### src/rtl/pll_lock_detect.sv
// pll_lock_detect: windowed fb_clk edge counter with lock qualification; `define PLL_LOCK_LOSS_FLAG_EN for sticky lock_lost
module pll_lock_detect #(
    parameter int WINDOW       = 64,
    parameter int EXP_COUNT    = 8,
    parameter int TOL          = 1,
    parameter int LOCK_WINDOWS = 4
) (
    input  logic        clk_in,
    input  logic        rst,
    input  logic        enable,
    input  logic        fb_clk,
    input  logic        clear_lost,
    output logic        locked,
    output logic [15:0] fb_count,
    output logic        meas_valid,
    output logic        lock_lost
);
    localparam logic [1:0] IDLE = 2'd0, MEASURE = 2'd1, EVAL = 2'd2;
    localparam logic signed [16:0] EXP_S = 17'(EXP_COUNT), TOL_S = 17'(TOL);
    localparam logic [3:0] GOOD_MAX = 4'(LOCK_WINDOWS);
    logic [1:0] state;
    logic [2:0] sync;
    logic [15:0] win_cnt, edge_cnt, edge_inc;
    logic [3:0] good;
    logic det, last, match, drop;
    logic signed [16:0] diff;
    always_comb begin
        det = sync[1] & ~sync[2];
        last = win_cnt == 16'(WINDOW - 1);
        edge_inc = edge_cnt + {15'd0, det && edge_cnt != 16'hFFFF};
        diff = $signed({1'b0, edge_cnt}) - EXP_S;
        match = diff <= TOL_S && diff >= -TOL_S;
    end
    assign meas_valid = state == EVAL;
    always_ff @(posedge clk_in) begin
        if (rst) sync <= '0;
        else sync <= {sync[1:0], fb_clk};
    end
    // fb_count is loaded on entry to EVAL so it is already valid while meas_valid is high
    always_ff @(posedge clk_in) begin
        if (rst) begin
            state    <= IDLE;
            win_cnt  <= '0;
            edge_cnt <= '0;
            good     <= '0;
            locked   <= 1'b0;
            fb_count <= '0;
            drop     <= 1'b0;
        end else if (!enable) begin
            state  <= IDLE;
            good   <= '0;
            locked <= 1'b0;
            drop   <= 1'b0;
        end else begin
            drop <= 1'b0;
            case (state)
                IDLE: begin
                    state    <= MEASURE;
                    win_cnt  <= '0;
                    edge_cnt <= '0;
                end
                MEASURE: begin
                    win_cnt  <= win_cnt + 16'd1;
                    edge_cnt <= edge_inc;
                    if (last) begin
                        state    <= EVAL;
                        fb_count <= edge_inc;
                    end
                end
                EVAL: begin
                    state    <= MEASURE;
                    win_cnt  <= '0;
                    edge_cnt <= {15'd0, det};
                    good     <= match ? (good == GOOD_MAX ? good : good + 4'd1) : 4'd0;
                    locked   <= match && good >= GOOD_MAX - 4'd1;
                    drop     <= locked && !match;
                end
                default: state <= IDLE;
            endcase
        end
    end
`ifdef PLL_LOCK_LOSS_FLAG_EN
    always_ff @(posedge clk_in) begin
        if (rst) lock_lost <= 1'b0;
        else lock_lost <= drop | (lock_lost & ~clear_lost);
    end
`else
    logic unused_lost;
    assign unused_lost = clear_lost ^ drop;
    assign lock_lost = 1'b0;
`endif
endmodule

### config.mk
export PLATFORM = sky130hd
export DESIGN_NAME = pll_lock_detect
export DESIGN_NICKNAME = d
export VERILOG_FILES = /design/src/rtl/pll_lock_detect.sv
export SDC_FILE = /design/constraint.sdc
export NUM_CORES = 1
export LEC_CHECK = 0
export ABC_AREA = 1
export CORE_UTILIZATION = 25
export DETAILED_ROUTE_END_ITERATION = 6
export GPL_ROUTABILITY_DRIVEN = 0
export PLACE_DENSITY = 0.4
export SLEW_MARGIN = 25
export SYNTH_ARGS = -nofsm -noshare
export SYNTH_HDL_FRONTEND = slang
export SYNTH_SLANG_ARGS = --single-unit
### constraint.sdc
create_clock -name clk_in -period 3.8 [get_ports clk_in]
set_input_delay 0.57 -clock clk_in [delete_from_list [all_inputs] [get_ports clk_in]]
set_output_delay 0.57 -clock clk_in [all_outputs]
set_load 0.02 [all_outputs]
==> results.py, run 1 <==
metrics = {
    "global_routing": {
        "grt_max_degree": 24,
        "grt_pass1_vias": 2986,
        "antenna_found_initial": 0,
        "track_usage": 0.1347,
        "grt_remaining_overflow": 0,
        "grt_pass1_wl_mm": 14.87,
    },
    "critical_path": {
        "path_class": "reg2reg",
        "cp_max_fo": 7,
        "cp.arrival_ns": 3.14,
        "cp-start-kind": "register",
        "required_ns": 4.01,
        "cp-end-kind": "register",
    },
    "logic_synthesis": {
        "postSynthAreaPerCell_um2": 6.850,
        "synthFlopType": "dfxtp_1",
        "ys_warn_count": 0,
        "yosysSeqAreaShare": 0.3424,
        "synth.net_count": 514,
        "synth_fa_ha_area_frac": 0.05166,
        "synth_enable_flop_cells": 0,
        "synth_xor_area_frac": 0.03358,
        "synthMuxAreaShare": 0,
        "synth_compound_area_frac": 0.1303,
        "synth_area_um2": 3391,
        "synthArstFlopShare": 0,
        "ys_seq_elements": 58,
        "synth_top_family_by_area": "simple AND/OR/NAND/NOR gates",
        "yosysUniqueCellTypes": 42,
        "synthCells": 495,
        "synthSimpleGateAreaFrac": 0.3384,
    },
    "place": {
        "io_buffers": 21,
        "placed_area_um2": 3766,
        "pre_cts_ws_ns": 0.8610,
        "dp_hpwl_mm": 6.517,
    },
    "floorplanning": {
        "dieArea_um2": 14030,
        "initial_utilization": 0.2560,
        "rows": 42,
        "die_y_um": 118.5,
        "io_pins": 24,
        "core_area_um2": 13240,
        "die_x_um": 118.5,
    },
    "min_path": {
        "hold_path_class": "reg2reg",
    },
    "clocking": {
        "root_buffer": "clkbuf_16",
        "cts_sinks": 58,
        "postCtsSetupBuffers": 0,
        "cts_resized": 0,
        "insertion_delay_ns": 0.33,
        "path_clk_slew_ns": 0.05,
        "cts_tree": "built",
        "clockBufferDepth": 2,
        "cts_buffers": 9,
        "cts_hold_buf": 0,
        "cts.htree.levels": 3,
    },
    "sta": {
        "finalCritPeriodShare": 0.7703,
        "hold_violations": 0,
        "whs_ns": 0.4179,
        "timing.fmax_ghz": 0.3416,
        "layout_min_cycle_time_ns": 2.927,
        "skew_ns": 0.008342,
        "rsz0062_at_grt": "no",
        "finalSetupTns_ns": 0,
        "finalSetupViolCount": 0,
        "max-slew-margin-rel": 0.6020,
        "maxSlewViolCount": 0,
        "worst_slew_pin_slew_ns": 0.5963,
        "fin_ws_ns": 0.8729,
    },
    "route": {
        "dr.pass1.iters": 6,
        "ant_nets": 0,
        "wl_mm": 8.669,
        "drc_errors": 1,
        "vias": 3062,
        "drt_iter0_drc": 107,
        "routed_via_density": 4.399,
        "routedWlPerCell_um": 12.46,
    },
    "power": {
        "powerDensity_nw_per_um2": 355.4,
        "intPower_mw": 1.117,
        "p_leak_nw": 1.649,
        "power_switching_share": 0.2230,
        "power_frac_seq": 0.429,
        "clkPwrFrac": 0.530,
        "switchingPower_mw": 0.3206,
        "combinationalPowerShare": 0.040,
        "power_mw": 1.438,
        "vdd_ir_drop_max_v": 0.0001900,
    },
    "final_layout": {
        "layout_commonest_cell": "nand2_1",
        "design_area_um2": 4045,
        "syn2layout_area_growth_pct": 19.30,
        "final_cell_mix": "90 x nand2_1, 67 x inv_1, 60 x nor2_1",
        "drive_gt1_frac": 0.09808,
        "insertedDiodeCount": 0,
        "num-nets-final": 536,
    },
    "run": {
        "cap_violations": 0,
    },
    "run_status": {
        "violations": "DRC",
        "status": "complete, but fails checks",
    },
}
[sequential cells by signal (all words and copies together) (netlist names)]
name      count
locked        1
state         2
edge_cnt     16
good          4
sync          3
win_cnt      16
fb_count     16
[Yosys cell counts (2+ instances only)]
master / number / area (µm²)
a211oi_1: 2 / 15.01
a21oi_1: 37 / 185.2
buf_1: 2 / 7.510
buf_2: 2 / 10.01
buf_4: 3 / 22.52
buf_6: 2 / 22.52
clkbuf_1: 4 / 15.01
dfxtp_1: 58 / 1161
ha_1: 14 / 175.2
inv_1: 67 / 251.5
inv_2: 4 / 15.01
nand2_1: 90 / 337.8
nand2_2: 9 / 56.30
nand3_1: 32 / 160.2
nand3_2: 3 / 30.03
nand3b_1: 4 / 30.03
nand4_1: 5 / 31.28
nor2_1: 60 / 225.2
nor2_2: 9 / 56.30
nor2_4: 3 / 33.78
nor3_1: 15 / 75.07
nor4_1: 6 / 37.54
o21a_1: 3 / 22.52
o21ai_0: 28 / 140.1
o22ai_1: 5 / 31.28
xor2_1: 12 / 105.1
[layout make-up]
cell class	instances	area [µm²]
Multi-Input combinational cell	352	1882
Timing Repair Buffer	24	232.7
Clock inverter	2	12.51
Inverter	72	270.3
Fill cell	1481	9198
Clock buffer	12	266.5
Sequential cell	58	1161
Tap cell	176	220.2
[power groups by stage]
stage	registers [mW]	logic, mW	clock network, mW
CTS	0.617	0.0599	0.791
global route	0.617	0.0670	0.817
detailed placement	0.630	0.0597	0
global placement	0.630	0.0596	0
finish	0.617	0.0579	0.762
floorplan	0.629	0.0402	0
[worst paths after layout]
check,startpoint,to,slack (ns),depth (start not counted)
worst min-delay path,sync[0]$_SDFF_PP0_,sync[1]$_SDFF_PP0_,0.42,2
worst max-delay path,edge_cnt[6]$_SDFFE_PP0P_,edge_cnt[15]$_SDFFE_PP0P_,0.87,15
worst min register to register,sync[0]$_SDFF_PP0_,sync[1]$_SDFF_PP0_,0.42,2
worst max register to register,edge_cnt[6]$_SDFFE_PP0P_,edge_cnt[15]$_SDFFE_PP0P_,0.87,15
[stage by stage]
stage	utilization	std cells
floorplan	-	495
global placement	0.2844	682
detailed placement	0.2844	682
CTS	0.3055	696
global route	0.3055	696
finish	0.3055	696
[metal layers]
layer / up-vias / share of wire / global-route usage
met5: - / 0 / 0
met2: 35 / 0.43 / 0.2077
met4: 0 / 0.014 / 0.05222
li1: 1636 / - / -
met1: 1383 / 0.53 / 0.1842
met3: 8 / 0.025 / 0.02654
[critical path, cell delays in order (launching register included)]
cell      delay (ns)
dfxtp_1         0.48
inv_1           0.15
nor4_1          0.47
a311oi_1        0.20
ha_1            0.26
nand3_2         0.11
nor2_1          0.05
nand2_1         0.15
nor2_2          0.06
nand4_1         0.15
nor2_2          0.08
nand2_1         0.07
xor2_1          0.35
o22ai_1         0.12
inv_1           0.07
nor2_1          0.03
[logic make-up (layout without fill, tap and decap cells)]
kind of cell	Yosys count	after routing
compound gates	81	81
xor+xnor	13	13
fa+ha+maj	14	14
buf+inv	85	110
flops	58	58
other cells	1	1
simple gates	243	243
Note: power is estimated with default switching activity, not from simulation.
==> run 2, diff against run 1 <==
==> constraint.sdc (replaced) <==
create_clock -name clk_in -period 2.7 [get_ports clk_in]
set_input_delay 0.405 -clock clk_in [delete_from_list [all_inputs] [get_ports clk_in]]
set_output_delay 0.405 -clock clk_in [all_outputs]
set_load 0.02 [all_outputs]
==> run 2 against run 1 <==
Against the previous run: the flow still finishes with violations (DRC); combinational power rose by 47%; clock power rose by 51%; routed wire length rose by 8.0%; clock-buffer cell count fell by 1; die area did not move; register-to-register slack got worse by 0.78 ns; first-iteration DRC count rose by 1.9%; highest routed layer unchanged.
==> results.py, run 2 (synthesized netlist as in run 1, its figures left out) <==
metrics = {
    "final_layout": {
        "stdcell_count": 739,
        "largest_registers": "edge_cnt x16, fb_count x16, win_cnt x16",
        "final_cell_mix": "87 x nand2_1, 59 x inv_1, 56 x nor2_1",
        "num-nets-final": 577,
        "layout_commonest_cell": "nand2_1",
        "insertedDiodeCount": 0,
        "drive_gt1_frac": 0.2149,
        "fillCellCount": 1493,
        "utilization": 0.3421,
        "syn2layout_area_growth_pct": 33.62,
    },
    "sta": {
        "timing.fmax_ghz": 0.3835,
        "finalSetupViolCount": 0,
        "layout_min_cycle_time_ns": 2.607,
        "hold_violations": 0,
        "whs_ns": 0.4054,
        "skew_ns": 0.005786,
        "maxSlewViolCount": 0,
        "finalCritPeriodShare": 0.9657,
        "rsz0062_at_grt": "yes",
        "finalSetupTns_ns": 0,
    },
    "clocking": {
        "cts_sinks": 58,
        "cts_hold_buf": 0,
        "cts_tree": "built",
        "root_buffer": "clkbuf_16",
        "path_clk_slew_ns": 0.05,
        "insertion_delay_ns": 0.33,
        "cts_buffers": 9,
        "cts.htree.levels": 3,
        "clockBufferDepth": 2,
    },
    "critical_path": {
        "reg2reg_to": "edge_cnt[13]$_SDFFE_PP0P_",
        "cp-start-kind": "register",
        "cp_max_fo": 5,
        "ff2ff_path_depth": 15,
        "required_ns": 2.92,
        "rr_startpoint": "edge_cnt[4]$_SDFFE_PP0P_",
        "r2r_slack_ns": 0.09,
        "path_class": "reg2reg",
        "cp.arrival_ns": 2.82,
        "cp-end-kind": "register",
    },
    "floorplanning": {
        "core_area_um2": 13240,
        "rows": 42,
        "die_y_um": 118.5,
        "io_pins": 24,
        "die_x_um": 118.5,
        "dieArea_um2": 14030,
        "initial_utilization": 0.2560,
    },
    "global_routing": {
        "antenna_found_initial": 0,
        "grt_remaining_overflow": 0,
        "grt_max_degree": 17,
        "grt_pass1_wl_mm": 15.66,
        "grt_pass1_vias": 3131,
        "track_usage": 0.1423,
    },
    "min_path": {
        "hold_end": "sync[1]$_SDFF_PP0_",
        "hp-start": "sync[0]$_SDFF_PP0_",
        "hold_path_class": "reg2reg",
        "holdPathStages": 2,
    },
    "place": {
        "io_buffers": 21,
        "dp_hpwl_mm": 7.216,
        "dp_cells": 722,
    },
    "route": {
        "drt_iter0_drc": 109,
        "wl_mm": 9.362,
        "ant_nets": 0,
        "routed_via_density": 4.398,
        "routedWlPerCell_um": 12.67,
        "dr.pass1.iters": 6,
        "vias": 3250,
        "drc_errors": 1,
    },
    "power": {
        "power_switching_share": 0.2251,
        "switchingPower_mw": 0.4722,
        "power_frac_seq": 0.413,
        "intPower_mw": 1.625,
        "clkPwrFrac": 0.546,
        "p_leak_nw": 1.895,
        "vdd_ir_drop_max_v": 0.0002308,
        "combinationalPowerShare": 0.041,
        "powerDensity_nw_per_um2": 462.9,
        "power_mw": 2.097,
    },
    "run_status": {
        "violations": "DRC",
        "status": "complete, but fails checks",
    },
    "run": {
        "cap_violations": 0,
    },
}
run 2: final cells by class:
class | instances | area, µm² | area share
timing repair buffer | 65 | 548.0 | 0.1210
sequential | 58 | 1170 | 0.2582
inverter | 72 | 275.3 | 0.06076
clock inverter | 5 | 53.80 | 0.01188
multi-input combinational | 352 | 2021 | 0.4460
clock buffer | 11 | 242.7 | 0.05358
tap | 176 | 220.2 | 0.04861
run 2: what timing repair did:
item,4_1_cts,5_1_grt
pin swaps,1,22
endpoints found under the setup margin,9,20
gates resized for setup,4,39
hold endpoints to repair,0,0
cloned,0,0
setup buffers,0,2
run 2: power groups by stage:
stage / Sequential [mW] / Combinational, mW / Clock, mW
5_1_grt: 0.866 / 0.0984 / 1.23
3_5_place_dp: 0.886 / 0.0861 / 0
6_report: 0.866 / 0.0854 / 1.15
2_1_floorplan: 0.885 / 0.0566 / 0
4_1_cts: 0.868 / 0.0867 / 1.18
3_3_place_gp: 0.886 / 0.0859 / 0
run 2: worst max path at each step:
stage	from	end	slack (ns)	cells after the start
after floorplan	edge_cnt[3]$_SDFFE_PP0P_	good[2]$_SDFFE_PP0P_	0.19	22
after global placement	edge_cnt[4]$_SDFFE_PP0P_	fb_count[14]$_SDFFE_PP0P_	-0.17	12
after detailed placement	edge_cnt[4]$_SDFFE_PP0P_	fb_count[14]$_SDFFE_PP0P_	-0.14	12
after CTS	edge_cnt[4]$_SDFFE_PP0P_	fb_count[14]$_SDFFE_PP0P_	0.02	12
after global routing	edge_cnt[4]$_SDFFE_PP0P_	edge_cnt[13]$_SDFFE_PP0P_	-0.08	15
final	edge_cnt[4]$_SDFFE_PP0P_	edge_cnt[13]$_SDFFE_PP0P_	0.09	15
run 2: per-layer routing:
layer,track usage,up-vias,routed length [µm]
met4,0.04826,0,94
met5,0,-,0
met2,0.2158,34,4113
met3,0.03185,8,313
met1,0.1975,1487,4841
li1,-,1721,-
run 2: critical path, cell delays in order, from the launching register on:
cell and delay (ns):
dfxtp_4 0.37, nand2_2 0.11, nor3_1 0.08, a311oi_4 0.32, ha_2 0.25, nand3_2 0.08, nor2_2 0.14, nand2_2 0.07
nor2_2 0.12, nand4_1 0.19, nor2_4 0.21, nand3_2 0.12, xor2_2 0.23, o22ai_1 0.10, inv_1 0.07, nor2_1 0.03
run 2: stage by stage:
step / instance area [µm²] / setup slack (ns)
after CTS: 4380 / 0.02075
after global routing: 4531 / -0.07894
final: 4531 / 0.09261
after global placement: 4066 / -0.1722
after detailed placement: 4066 / -0.1370
after floorplan: 3391 / 0.1928
